<file path="src/rtl/timer_pkg.sv">
// ---------------------------------------------------------------------------
// timer_pkg
// Shared types and constants for the stopwatch / countdown timer.
//   state_t  : controller states
//   bcd_t    : one BCD digit
//   SEC_MAX  : highest seconds value (59)
//   DIGIT_W  : width of one BCD digit
//   bcd_inc  : two-digit BCD increment, wrapping to 00 above a limit
//   bcd_dec  : two-digit BCD decrement, wrapping to a limit below 00
// Both helpers return {wrap_flag, tens, ones}.
// ---------------------------------------------------------------------------
package timer_pkg;

    localparam int SEC_MAX = 59;
    localparam int DIGIT_W = 4;

    typedef logic [DIGIT_W-1:0] bcd_t;

    typedef enum logic [2:0] {
        IDLE    = 3'd0,
        RUN     = 3'd1,
        PAUSE   = 3'd2,
        ADJUST  = 3'd3,
        EXPIRED = 3'd4
    } state_t;

    // Increment a BCD pair; at the limit it wraps to 00 and flags the carry.
    function automatic logic [2*DIGIT_W:0] bcd_inc(input bcd_t tens,
                                                   input bcd_t ones,
                                                   input bcd_t lim_tens,
                                                   input bcd_t lim_ones);
        if (tens == lim_tens && ones == lim_ones)
            return {1'b1, bcd_t'(0), bcd_t'(0)};
        else if (ones == bcd_t'(9))
            return {1'b0, bcd_t'(tens + bcd_t'(1)), bcd_t'(0)};
        else
            return {1'b0, tens, bcd_t'(ones + bcd_t'(1))};
    endfunction

    // Decrement a BCD pair; below 00 it wraps to the limit and flags the borrow.
    function automatic logic [2*DIGIT_W:0] bcd_dec(input bcd_t tens,
                                                   input bcd_t ones,
                                                   input bcd_t lim_tens,
                                                   input bcd_t lim_ones);
        if (tens == bcd_t'(0) && ones == bcd_t'(0))
            return {1'b1, lim_tens, lim_ones};
        else if (ones == bcd_t'(0))
            return {1'b0, bcd_t'(tens - bcd_t'(1)), bcd_t'(9)};
        else
            return {1'b0, tens, bcd_t'(ones - bcd_t'(1))};
    endfunction

endpackage

</file>
<file path="src/rtl/timer_prescaler.sv">
// ---------------------------------------------------------------------------
// timer_prescaler
// Divides the master clock into a 1 Hz tick and an adjust-rate tick.
// A synchronous clear restarts both dividers so that the first tick_1s
// arrives CLK_HZ cycles after the clearing edge.
// Ports:
//   clk      : master clock, rising edge
//   rst_n    : asynchronous active-low reset
//   clr      : synchronous restart of both dividers
//   tick_1s  : high for one cycle every CLK_HZ cycles
//   tick_adj : high for one cycle every CLK_HZ/ADJ_HZ cycles
// ---------------------------------------------------------------------------
module timer_prescaler #(
    parameter int CLK_HZ = 100000000,
    parameter int ADJ_HZ = 2
) (
    input  logic clk,
    input  logic rst_n,
    input  logic clr,
    output logic tick_1s,
    output logic tick_adj
);

    localparam int ADJ_DIV = CLK_HZ / ADJ_HZ;
    localparam int SEC_W   = (CLK_HZ  > 1) ? $clog2(CLK_HZ)  : 1;
    localparam int ADJ_W   = (ADJ_DIV > 1) ? $clog2(ADJ_DIV) : 1;

    localparam logic [SEC_W-1:0] SEC_LAST = SEC_W'(CLK_HZ - 1);
    localparam logic [ADJ_W-1:0] ADJ_LAST = ADJ_W'(ADJ_DIV - 1);

    logic [SEC_W-1:0] sec_cnt;
    logic [ADJ_W-1:0] adj_cnt;

    always_ff @(posedge clk or negedge rst_n) begin
        if (!rst_n) begin
            sec_cnt <= '0;
            adj_cnt <= '0;
        end else if (clr) begin
            sec_cnt <= '0;
            adj_cnt <= '0;
        end else begin
            sec_cnt <= (sec_cnt == SEC_LAST) ? '0 : sec_cnt + SEC_W'(1);
            adj_cnt <= (adj_cnt == ADJ_LAST) ? '0 : adj_cnt + ADJ_W'(1);
        end
    end

    assign tick_1s  = (sec_cnt == SEC_LAST);
    assign tick_adj = (adj_cnt == ADJ_LAST);

endmodule

</file>
<file path="src/rtl/timer_core.sv">
// ---------------------------------------------------------------------------
// timer_core
// MM:SS stopwatch / countdown timer with an adjust mode, held as BCD digits.
// Optional lap hold is compiled in when TIMER_LAP_EN is defined; without it
// the lap input is ignored and lap_held is tied low.
// Ports:
//   clk_100MHz : master clock, rising edge
//   reset_n    : asynchronous active-low reset
//   start_stop : one-cycle pulse, toggles run / pause
//   clear      : one-cycle pulse, zeroes the time and returns to IDLE
//   lap        : one-cycle pulse, toggles the lap hold (TIMER_LAP_EN only)
//   adj        : level, selects adjust mode from IDLE/PAUSE
//   sel        : level, 1 = adjust seconds, 0 = adjust minutes
//   down       : level, count-down mode
//   digits     : {min_tens, min_ones, sec_tens, sec_ones}
//   running    : 1 while in RUN
//   expired    : 1 while in EXPIRED
//   lap_held   : 1 while the displayed time is frozen
//   wrap       : one-cycle pulse when an up-count rolls MAX_MIN:59 -> 00:00
// ---------------------------------------------------------------------------
module timer_core
    import timer_pkg::*;
#(
    parameter int CLK_HZ  = 100000000,
    parameter int ADJ_HZ  = 2,
    parameter int MAX_MIN = 99
) (
    input  logic        clk_100MHz,
    input  logic        reset_n,
    input  logic        start_stop,
    input  logic        clear,
    input  logic        lap,
    input  logic        adj,
    input  logic        sel,
    input  logic        down,
    output logic [15:0] digits,
    output logic        running,
    output logic        expired,
    output logic        lap_held,
    output logic        wrap
);

    localparam bcd_t SEC_T = bcd_t'(SEC_MAX / 10);
    localparam bcd_t SEC_O = bcd_t'(SEC_MAX % 10);
    localparam bcd_t MIN_T = bcd_t'(MAX_MIN / 10);
    localparam bcd_t MIN_O = bcd_t'(MAX_MIN % 10);

    state_t state_q, state_nx;
    bcd_t   sec_t_q, sec_o_q, min_t_q, min_o_q;
    bcd_t   sec_t_nx, sec_o_nx, min_t_nx, min_o_nx;
    logic   wrap_nx;
    logic   presc_clr;
    logic   tick_1s, tick_adj;
    logic   time_zero;

    logic   sinc_c, minc_c, sdec_b, mdec_b;
    bcd_t   sinc_t, sinc_o, minc_t, minc_o;
    bcd_t   sdec_t, sdec_o, mdec_t, mdec_o;
    logic [15:0] time_nx;

    timer_prescaler #(
        .CLK_HZ (CLK_HZ),
        .ADJ_HZ (ADJ_HZ)
    ) u_prescaler (
        .clk      (clk_100MHz),
        .rst_n    (reset_n),
        .clr      (presc_clr),
        .tick_1s  (tick_1s),
        .tick_adj (tick_adj)
    );

    assign {sinc_c, sinc_t, sinc_o} = bcd_inc(sec_t_q, sec_o_q, SEC_T, SEC_O);
    assign {minc_c, minc_t, minc_o} = bcd_inc(min_t_q, min_o_q, MIN_T, MIN_O);
    assign {sdec_b, sdec_t, sdec_o} = bcd_dec(sec_t_q, sec_o_q, SEC_T, SEC_O);
    assign {mdec_b, mdec_t, mdec_o} = bcd_dec(min_t_q, min_o_q, MIN_T, MIN_O);

    assign time_zero = (sec_t_q == '0) && (sec_o_q == '0) &&
                       (min_t_q == '0) && (min_o_q == '0);

`ifdef TIMER_LAP_EN
    logic        lap_held_q, lap_nx;
    logic [15:0] digits_q;
`endif

    always_comb begin
        state_nx  = state_q;
        sec_t_nx  = sec_t_q;
        sec_o_nx  = sec_o_q;
        min_t_nx  = min_t_q;
        min_o_nx  = min_o_q;
        wrap_nx   = 1'b0;
        presc_clr = 1'b0;
`ifdef TIMER_LAP_EN
        lap_nx    = lap_held_q;
`endif

        if (clear) begin
            // Clear outranks every other input and any coincident tick.
            state_nx  = IDLE;
            sec_t_nx  = '0;
            sec_o_nx  = '0;
            min_t_nx  = '0;
            min_o_nx  = '0;
            presc_clr = 1'b1;
`ifdef TIMER_LAP_EN
            lap_nx    = 1'b0;
`endif
        end else begin
            unique case (state_q)
                IDLE, PAUSE: begin
                    if (start_stop) begin
                        // A countdown from 00:00 would expire instantly; refuse it.
                        if (!(down && time_zero))
                            state_nx = RUN;
                    end else if (adj) begin
                        state_nx = ADJUST;
                    end
                end

                RUN: begin
                    if (tick_1s) begin
                        if (!down) begin
                            {sec_t_nx, sec_o_nx} = {sinc_t, sinc_o};
                            if (sinc_c) begin
                                {min_t_nx, min_o_nx} = {minc_t, minc_o};
                                wrap_nx = minc_c;
                            end
                        end else if (sdec_b && mdec_b) begin
                            // Already at 00:00 (down selected mid-run): stop there.
                            state_nx = EXPIRED;
                        end else begin
                            {sec_t_nx, sec_o_nx} = {sdec_t, sdec_o};
                            if (sdec_b)
                                {min_t_nx, min_o_nx} = {mdec_t, mdec_o};
                            if (sec_t_nx == '0 && sec_o_nx == '0 &&
                                min_t_nx == '0 && min_o_nx == '0)
                                state_nx = EXPIRED;
                        end
                    end
                    // The tick above still lands when start_stop arrives with it.
                    if (start_stop && state_nx == RUN)
                        state_nx = PAUSE;
                end

                ADJUST: begin
                    if (!adj) begin
                        state_nx = PAUSE;
                    end else if (tick_adj) begin
                        // Fields wrap independently; no carry between them.
                        if (sel)
                            {sec_t_nx, sec_o_nx} = {sinc_t, sinc_o};
                        else
                            {min_t_nx, min_o_nx} = {minc_t, minc_o};
                    end
                end

                EXPIRED: begin
                    if (start_stop)
                        state_nx = IDLE;
                end

                default: state_nx = IDLE;
            endcase

`ifdef TIMER_LAP_EN
            if (lap && (state_q == RUN || state_q == PAUSE))
                lap_nx = ~lap_held_q;
`endif

            // Restart the dividers so the first tick is a full period after entry.
            if ((state_nx == RUN    && state_q != RUN) ||
                (state_nx == ADJUST && state_q != ADJUST))
                presc_clr = 1'b1;
        end
    end

    assign time_nx = {min_t_nx, min_o_nx, sec_t_nx, sec_o_nx};

    always_ff @(posedge clk_100MHz or negedge reset_n) begin
        if (!reset_n) begin
            state_q <= IDLE;
            sec_t_q <= '0;
            sec_o_q <= '0;
            min_t_q <= '0;
            min_o_q <= '0;
            running <= 1'b0;
            expired <= 1'b0;
            wrap    <= 1'b0;
        end else begin
            state_q <= state_nx;
            sec_t_q <= sec_t_nx;
            sec_o_q <= sec_o_nx;
            min_t_q <= min_t_nx;
            min_o_q <= min_o_nx;
            running <= (state_nx == RUN);
            expired <= (state_nx == EXPIRED);
            wrap    <= wrap_nx;
        end
    end

`ifdef TIMER_LAP_EN
    // The display register doubles as the lap capture: it follows the live
    // time except while a hold is already in force.
    always_ff @(posedge clk_100MHz or negedge reset_n) begin
        if (!reset_n) begin
            lap_held_q <= 1'b0;
            digits_q   <= '0;
        end else begin
            lap_held_q <= lap_nx;
            if (!(lap_nx && lap_held_q))
                digits_q <= time_nx;
        end
    end

    assign digits   = digits_q;
    assign lap_held = lap_held_q;
`else
    logic unused_lap;
    assign unused_lap = lap;
    assign digits     = {min_t_q, min_o_q, sec_t_q, sec_o_q};
    assign lap_held   = 1'b0;
`endif

endmodule

</file>
<file path="config.mk">
export PLATFORM = sky130hd
export DESIGN_NAME = timer_core
export DESIGN_NICKNAME = d
export VERILOG_FILES = /design/src/rtl/timer_pkg.sv /design/src/rtl/timer_prescaler.sv /design/src/rtl/timer_core.sv
export SDC_FILE = /design/constraint.sdc
export NUM_CORES = 1
export LEC_CHECK = 0
export BUFFER_PORTS_ARGS = -buffer_cell sky130_fd_sc_hd__buf_2
export CAP_MARGIN = 5
export CORE_MARGIN = 4
export CORE_UTILIZATION = 45
export DETAILED_ROUTE_END_ITERATION = 10
export HOLD_SLACK_MARGIN = 0.06
export PLACE_DENSITY = 0.66
export SLEW_MARGIN = 20
export SYNTH_ARGS = -nofsm -noshare
export SYNTH_HDL_FRONTEND = slang
export SYNTH_SLANG_ARGS = --single-unit
</file>
<file path="constraint.sdc">
create_clock -name clk_100MHz -period 3 [get_ports clk_100MHz]
set_input_delay 0.45 -clock clk_100MHz [delete_from_list [all_inputs] [get_ports clk_100MHz]]
set_output_delay 0.45 -clock clk_100MHz [all_outputs]
set_load 0.02 [all_outputs]
</file>
==> run metrics, run 1 <==
Slew HR 0.350; commonest non-fill, non-tap cells in the layout nor2_1, dfrtp_1, nand2_1; first-pass GRT wire length 19,400 um; HP Class in2async; leakage 2.22 nW; mux contribution to synthesized area 0.0147; Initial Util 0.461; outcome finished, final reports clean; CTS Root Cell clkbuf_8; number of fill cells 980; insertion delay to the later sink of the worst-skew pair 360 ps; compound-cell area share of the yosys netlist 0.136; die height 111 um; commonest non-fill, non-tap cell in the layout nor2_1; Internal 1.48 mW; Ports 28; setup tns final 0 ps; final cell count without fillers 713; placed cells 698; crit-path cells inv_1 > ha_1 > nor3b_1 > buf_4 > a41oi_1 > or4b_2 > and2_4 > o31ai_1 > a21oi_1; vias in the first global route 3,925; Post-synth EDFFs 0; P per Cell Area 376 nW/um^2; sw power 500 uW; Synth Warn # 0; Mapped Area 4760 sq um; HPWL after DPL 7850 um; PostCTS Resize Cnt 0; syn_nets 572; final WL 11,100 um; Comb pwr share 0.066; post-synth top area share 0.394; Area Overhead vs Synth 10.6%; Synth area leaders dfrtp_1, nor2_1, xor2_1; nets 598; Detailed Routing Iterations Pass 1 5; Global Route Usage Sum 0.188; Starting DRT DRC Count 288; adder-cell share of the synthesized area 0.0447; skew final 13.8 ps; Mapped Cells 547; reg-to-reg slack, setup 180 ps; measured slew at the worst slew-check pin 975 ps; Avg WL per Cell 15.6 um; cell taking the most area after synthesis dfrtp_1; CTS tree done; Crit path required time 3230 ps; Switching Fraction 0.252; initial antenna violation count 0; CP Buf/Inv Count 2; xor/xnor share of the synthesized area 0.0901; share of the yosys chip area belonging to registers 0.394; dpl cell area 5050 sq um; post-layout instance area 5270 sq um; setup repair bufs after CTS 0; post-synthesis register bit count 75; largest family of logic cells by synthesized area simple AND/OR/NAND/NOR gates; Buffers on Ports 25; endpoints failing hold 0; sequential share of power 0.521; RSZ-0062 raised after global routing false; Die Wd 111 um; CP Max Fanout 13; setup violators final 0; clock share of power 0.413; Synth cell types 65; Worst-path clk slew 80 ps; Post-Synth Simple-Gate Area 0.274; syn_area_per_cell 8.71 sq um; Max clock buf depth 2; antenna cell count 0; Final Cycle Share 0.941; antenna violation net count after detailed routing 0; largest net degree at the start of global routing 76; critical path launch point type flip-flop; Post-CTS Hold Fix Bufs 0; CP max stage delay 670 ps; Rows 37; grt ovf 0; crit path kind reg2reg; Residual DRC 0; core area 10,300 sq um; CTS Sinks 75; Critical Path Slowest Stage Cell or4b_2; layout cells sized above 1 0.118; Most used DFF post-synth dfrtp_1; Crit. End Element flip-flop; Slew Viols, Final 0; Max Cap Viol 0; cell family with most CP delay simple AND/OR/NAND/NOR gates; GP Congestion 0.922; CTS buffer count 9; H-Tree Depth 3; die area 12,300 sq um; FFs w/ async S/R, synth 1.00; Peak supply drop 334 uV; via-per-instance ratio 5.72; FMAX 354 MHz; min Tclk post-route 2820 ps; Crit path arrival time 3050 ps; routed vias 4,075
## cells by family after synthesis
family,count (synthesis)
AO/OA/AOI/OAI,97
XOR/XNOR,49
adder cells (fa/ha/maj),17
buffers and inverters,50
flip-flops,75
multiplexers,7
other,1
AND/OR/NAND/NOR,251
## final timing paths
path,start,depth (start not counted),end
setup / recovery,sec_o_q[1],9,min_o_q[2]
hold / removal,reset_n,1,sec_t_q[3]
setup reg to reg,sec_o_q[1],9,min_o_q[2]
max in group asynchronous,reset_n,1,min_t_q[2]
hold reg to reg,u_prescaler.sec_cnt[0],1,u_prescaler.sec_cnt[0]
min in group clk_100MHz,down,2,wrap
## flip-flops by register name (all words and copies together) (netlist names)
| register | cells |
|---|---|
| running | 1 |
| min_t_q | 4 |
| expired | 1 |
| sec_t_q | 4 |
| state_q | 3 |
| wrap | 1 |
| sec_o_q | 4 |
| u_prescaler.sec_cnt | 27 |
| min_o_q | 4 |
| u_prescaler.adj_cnt | 26 |
## worst register-to-register path: cells and delay by family (launching register included)
kind / cells / cell delay (ps)
buf+inv: 2 / 330
flops: 1 / 440
compound gates: 3 / 600
fa+ha+maj: 1 / 250
simple gates: 3 / 1090
## layout make-up
class                           instances  area [sq um]  area share
Multi-Input combinational cell        422          2680       0.509
Timing Repair Buffer                   41           248      0.0470
Inverter                               24          90.1      0.0171
Sequential cell                        75          1880       0.356
Clock inverter                          3          46.3     0.00879
Tap cell                              136           170      0.0323
Clock buffer                           12           155      0.0295
## through the flow
stage	utilization	power, mW	hold WS, ps	worst slack [ps]
after floorplan	-	1.13	154	441
after global placement	0.489	1.18	473	222
after detailed placement	0.489	1.18	479	178
after CTS	0.509	2.00	279	154
after global routing	0.510	2.07	308	12.4
final	0.510	1.98	216	176
## routing by layer
layer	GRT usage	wire, um	vias up	part of all wire
met5	0	0	-	0
met4	0.0501	140	0	0.013
met3	0.0355	515	14	0.046
met2	0.288	5000	102	0.45
met1	0.271	5440	1963	0.49
li1	-	-	1996	-
## synthesized netlist by cell type (5+ instances only)
cell type	number
a21oi_1	29
and2_1	5
and3_1	6
and4_1	8
buf_2	8
clkbuf_1	11
dfrtp_1	75
ha_1	17
inv_1	24
mux2i_1	7
nand2_1	36
nand3_1	29
nand3b_1	6
nand4_1	17
nor2_1	84
nor3_1	18
nor4_1	8
o211ai_1	5
o21ai_0	22
or3_1	5
xnor2_1	18
xor2_1	31
## power by group through the flow
stage	Clock, mW	Sequential (mW)	Combinational (mW)
2_1_floorplan	0	1.05	0.0836
3_3_place_gp	0	1.05	0.129
3_5_place_dp	0	1.05	0.131
4_1_cts	0.835	1.03	0.131
5_1_grt	0.887	1.03	0.149
6_report	0.819	1.03	0.131
Power figures use the tool's default switching activity.
==> run 2, diff against run 1 <==
CORE_ASPECT_RATIO = 1.5   (was default)
SETUP_SLACK_MARGIN = 0.15   (was default)
SYNTH_HIERARCHICAL = 1   (was default)
==> run 2 against run 1 <==
- synthesized cell count rose by 6.0%
- maximum frequency rose by 5.2%
- sequential cell count did not move
- wire length rose by 11%
- critical path depth did not move
- via count rose by 14%
- combinational power rose to 8.4 times the previous value
- largest cell class unchanged
==> run metrics, run 2 <==
outcome finished, final reports clean; Initial Util 0.458; FFs w/ async S/R, synth 1.00; FMAX 372 MHz; vias in the first global route 4,399; Mapped Area 5030 sq um; Ports 28; Area Overhead vs Synth 14.7%; HP Class in2async; syn_nets 601; worst r2r src min_t_q[0]; RSZ-0062 raised after global routing false; Max clock buf depth 2; min Tclk post-route 2690 ps; CP most frequent cell o21ai_2; setup violators final 0; endpoints failing hold 0; first-pass GRT wire length 20,700 um; largest net degree at the start of global routing 76; H-Tree Depth 3; grt ovf 0; post-synth top area share 0.373; Crit path arrival time 2910 ps; Detailed Routing Iterations Pass 1 5; syn_area_per_cell 8.68 sq um; Die Wd 94.3 um; share of the yosys chip area belonging to registers 0.373; dpl cell area 5350 sq um; Post-CTS Hold Fix Bufs 0; most flop-heavy register u_prescaler/sec_cnt; layout cells sized above 1 0.160; commonest non-fill, non-tap cell in the layout dfrtp_1; Rows 47; CTS Sinks 75; die height 138 um; reg-to-reg slack, setup 310 ps; cell family with most CP delay simple AND/OR/NAND/NOR gates; crit-path cells inv_1 > ha_1 > or4bb_4 > nor4_4 > buf_4 > o21ai_2 > o21ai_2 > nor4_1 > a211o_1; WP depth 9; skew final 6.25 ps; critical path launch point type flip-flop; post-layout instance area 5770 sq um; Synth Warn # 6; Worst R2R End min_o_q[2]; CTS Root Cell clkbuf_16; GR Util met1 0.244; CP Buf/Inv Count 2; cell taking the most area after synthesis dfrtp_1; nets 630; routed vias 4,638; setup tns final 0 ps; commonest non-fill, non-tap cells in the layout dfrtp_1, nor2_1, nand2_1; critical path endpoint min_o_q[2]; CP max stage delay 580 ps; Global Route Usage Sum 0.199; CTS tree done; Synth cell types 78; Slew Viols, Final 0; leakage 2.26 nW; Mapped Cells 580; antenna violation net count after detailed routing 0; CP Max Fanout 16; Worst R2R Path Depth 9; Post-synth EDFFs 0; Critical Path Slowest Stage Cell or4bb_4; antenna cell count 0; GR peak layer met2; GP Congestion 0.874; measured slew at the worst slew-check pin 966 ps; die area 13,000 sq um; HPWL after DPL 8710 um; Starting DRT DRC Count 248; max FFs per register 27; met2 GRT Util 0.354; via-per-instance ratio 6.09; Avg WL per Cell 16.2 um; Crit. End Element flip-flop; final WL 12,300 um; Final Hold Slack 271 ps; Synth area leaders dfrtp_1, nor2_1, o31ai_1; insertion delay to the later sink of the worst-skew pair 330 ps; Final Cycle Share 0.895; Slew HR 0.356; Peak supply drop 297 uV; initial antenna violation count 0; Max Cap Viol 0; Residual DRC 0; most frequent cell after synthesis dfrtp_1; core area 11,000 sq um; Most used DFF post-synth dfrtp_1; crit path kind reg2reg; P per Cell Area 608 nW/um^2; Buffers on Ports 25; global routing usage on met3 0.0290; Worst-path clk slew 60 ps; Crit. Startpoint min_t_q[0]; most frequent cells after synthesis dfrtp_1, nor2_1, nand2_1; Crit path required time 3220 ps; biggest regs u_prescaler/sec_cnt x27, u_prescaler/adj_cnt x26; post-synthesis register bit count 75; CTS buffer count 9
-- run 2: cell count changes after synthesis, sizes merged, moves of 9 or more --
cell	delta
nand2	+11
or3	+9
xor2	-21
o21ai	+13
or4	+17
nor2	-31
o31ai	+22
-- run 2: final cells by class --
class | count | area, sq um
Clock buffer | 9 | 225
Timing Repair Buffer | 48 | 300
Inverter | 19 | 71.3
Fill cell | 1040 | 5220
Tap cell | 147 | 184
Clock inverter | 7 | 116
Multi-Input combinational cell | 456 | 3000
Sequential cell | 75 | 1880
-- run 2: metal layers --
metal  vias up  part of all wire
met5         -                 0
met2       118              0.52
met3        25             0.032
met4         0             0.019
li1       2247                 -
met1      2248              0.42
-- run 2: worst min-delay path by stage --
stage,endpoint,slack (ps),cells past startpoint,from
5_1_grt,sec_t_q[3],370,1,reset_n
3_5_place_dp,u_prescaler/sec_cnt[0],510,1,u_prescaler/sec_cnt[0]
3_3_place_gp,u_prescaler/sec_cnt[0],490,1,u_prescaler/sec_cnt[0]
4_1_cts,sec_t_q[3],320,1,reset_n
2_1_floorplan,expired,150,0,reset_n
6_report,sec_t_q[3],270,1,reset_n
-- run 2: worst register-to-register path, stage by stage, from the launching register on --
cell     delay (ps)
dfrtp_1         380
inv_1           130
ha_1            200
or4bb_4         580
nor4_4          330
buf_4           180
o21ai_2          90
o21ai_2         290
nor4_1          130
a211o_1         290
-- run 2: repair_timing --
| item | 4_1_cts | 5_1_grt |
|---|---|---|
| pin swaps | 0 | 4 |
| setup buffers | 0 | 2 |
| endpoints found under the setup margin | 2 | 20 |
| resized for setup | 1 | 15 |
-- run 2: metrics by stage --
step | std cells | setup slack [ps] | util | power [mW]
final | 761 | 315 | 0.525 | 3.51
after global routing | 761 | 165 | 0.525 | 3.69
after CTS | 759 | 204 | 0.518 | 3.50
after detailed placement | 743 | 167 | 0.487 | 2.24
after global placement | 743 | 216 | 0.487 | 2.22
after floorplan | 580 | 226 | - | 1.92
-- run 2: kinds of logic (layout without fill, tap and decap cells) --
| group | after synthesis | in the layout | synth area share |
|---|---|---|---|
| DFF | 75 | 75 | 0.373 |
| buffers and inverters | 49 | 83 | 0.0448 |
| adders and majority gates | 13 | 13 | 0.0323 |
| AOI/OAI and AO/OA | 143 | 143 | 0.195 |
| other | 1 | 1 | 0.000745 |
| xor gates and xnor gates | 21 | 21 | 0.0365 |
| and+or+nand+nor | 276 | 276 | 0.314 |
| muxes | 2 | 2 | 0.00398 |
-- run 2: power by group --
part / internal (mW) / switching (mW)
Clock: 0.811 / 0.441
Sequential: 1.07 / 0.0840
Combinational: 0.413 / 0.686
Total: 2.30 / 1.21
==> run 3, diff against run 2 <==
CORE_MARGIN = 1   (was 4)
SYNTH_HIERARCHICAL = default   (was 1)
==> run 3 against run 2 <==
- via count fell by 11%
- wire length fell by 7.6%
- utilization rose by 0.33 points
- sequential power fell by 11%
- register-to-register slack improved by 70 ps
- count of clock-buffer cells in the layout did not move
- maximum frequency rose by 2.5%
- worst setup slack improved by 67 ps
- first-iteration DRC count rose by 2.4%
- total power fell by 36%
- non-clock buffer count fell by 10
- final area fell by 6.7%
==> run metrics, run 3 (synthesis gave the netlist of run 1 again) <==
HP Class in2async; most flop-heavy register u_prescaler.sec_cnt; reg-to-reg slack, setup 380 ps; Crit path required time 3270 ps; largest net degree at the start of global routing 76; min Tclk post-route 2620 ps; outcome finished, final reports clean; max FFs per register 27; measured slew at the worst slew-check pin 918 ps; metal3 WL 479 um; via-per-instance ratio 5.74; H-Tree Depth 3; Worst-path clk slew 60 ps; worst r2r src sec_o_q[1]; initial antenna violation count 0; Crit. End Element flip-flop; Buffers on Ports 25; post-layout instance area 5380 sq um; commonest non-fill, non-tap cell in the layout nor2_1; final WL 11,400 um; Detailed Routing Iterations Pass 1 4; die area 11,000 sq um; insertion delay to the later sink of the worst-skew pair 340 ps; core area 10,200 sq um; biggest regs u_prescaler.sec_cnt x27, u_prescaler.adj_cnt x26; Peak supply drop 386 uV; die height 128 um; crit path kind reg2reg; post-layout util 0.528; Ports 28; layout cells sized above 1 0.123; grt ovf 0; Slew Viols, Final 0; dpl cell area 5020 sq um; placed cells 698; CTS Root Cell clkbuf_16; met2 WL 5580 um; FMAX 382 MHz; Crit path arrival time 2890 ps; setup violators final 0; P per Cell Area 416 nW/um^2; critical path launch point type flip-flop; HPWL after DPL 7780 um; endpoints failing hold 0; skew final 6.13 ps; Die Wd 86.0 um; Worst R2R End u_prescaler.sec_cnt[22]; setup tns final 0 ps; Max clock buf depth 2; commonest non-fill, non-tap cells in the layout nor2_1, dfrtp_1, nand2_1; GP Congestion 0.857; CTS Sinks 75; CTS buffer count 9; Slew HR 0.387; routed vias 4,114; Max Cap Viol 0; antenna violation net count after detailed routing 0; Final Cycle Share 0.873; Final Hold Slack 44.4 ps; Rows 45; Met1 Wirelength 5090 um; Initial Util 0.467; final cell count without fillers 717; Area Overhead vs Synth 13.0%; CTS tree done; Crit. Startpoint sec_o_q[1]; Avg WL per Cell 15.9 um; first-pass GRT wire length 19,300 um; leakage 2.26 nW; RSZ-0062 raised after global routing false; antenna cell count 0; Residual DRC 0; setup ws final 381 ps; Worst R2R Path Depth 11; nets 596; Starting DRT DRC Count 254; Pwr Total 2.24 mW; post-place setup slack 293 ps; Global Route Usage Sum 0.220; vias in the first global route 4,064; DR top layer met4; CP Max Fanout 19
==> run 3: cell count changes in the layout (fill, tap and decap cells not counted), moves of 7 or more <==
cell     previous run  this run
nand2_1            45        36
nor2_1             53        84
a21oi_1            36        29
buf_4              24        13
xnor2_1            11        18
o31ai_1            24         4
or3_1              12         5
or4_1              19         1
xor2_1             10        31
==> run 3: report_power, final <==
group	total (mW)	internal, mW	switching [mW]
Sequential	1.03	1.02	0.0128
Combinational	0.139	0.0385	0.101
Clock	1.07	0.584	0.484
==> run 3: worst max path at each step <==
stage | cells past startpoint | endpoint | slack, ps
2_1_floorplan | 10 | u_prescaler.adj_cnt[14] | 440
3_3_place_gp | 9 | min_o_q[0] | 320
3_5_place_dp | 9 | min_o_q[0] | 290
4_1_cts | 9 | min_o_q[0] | 280
5_1_grt | 11 | u_prescaler.sec_cnt[5] | 170
6_report | 11 | u_prescaler.sec_cnt[22] | 380
==> run 3: what timing repair did <==
item                       in CTS  in global routing
setup endpoints to repair       0                 46
setup buffers                   0                  1
hold buffers                    0                  0
resized for setup               0                  6
==> run 3: area by class of cell <==
class,count,area (sq um)
Tap cell,141,176
Clock buffer,9,225
Timing Repair Buffer,38,245
Clock inverter,7,65.1
Multi-Input combinational cell,423,2710
Inverter,24,90.1
Fill cell,939,4810
Sequential cell,75,1880
==> run 3: worst max-delay path: stages (launching register included) <==
cell	delay, ps
dfrtp_1	440
inv_1	150
ha_2	240
nor3b_1	190
buf_4	240
nand4_1	240
mux2i_2	290
o31ai_2	100
buf_4	180
nand2b_1	140
buf_4	200
nor2_1	130
==> run 3: metal layers <==
metal	global-route usage	up-vias
li1	-	1999
met1	0.271	1989
met2	0.372	99
met3	0.0438	27
met4	0.0951	0
met5	0	-
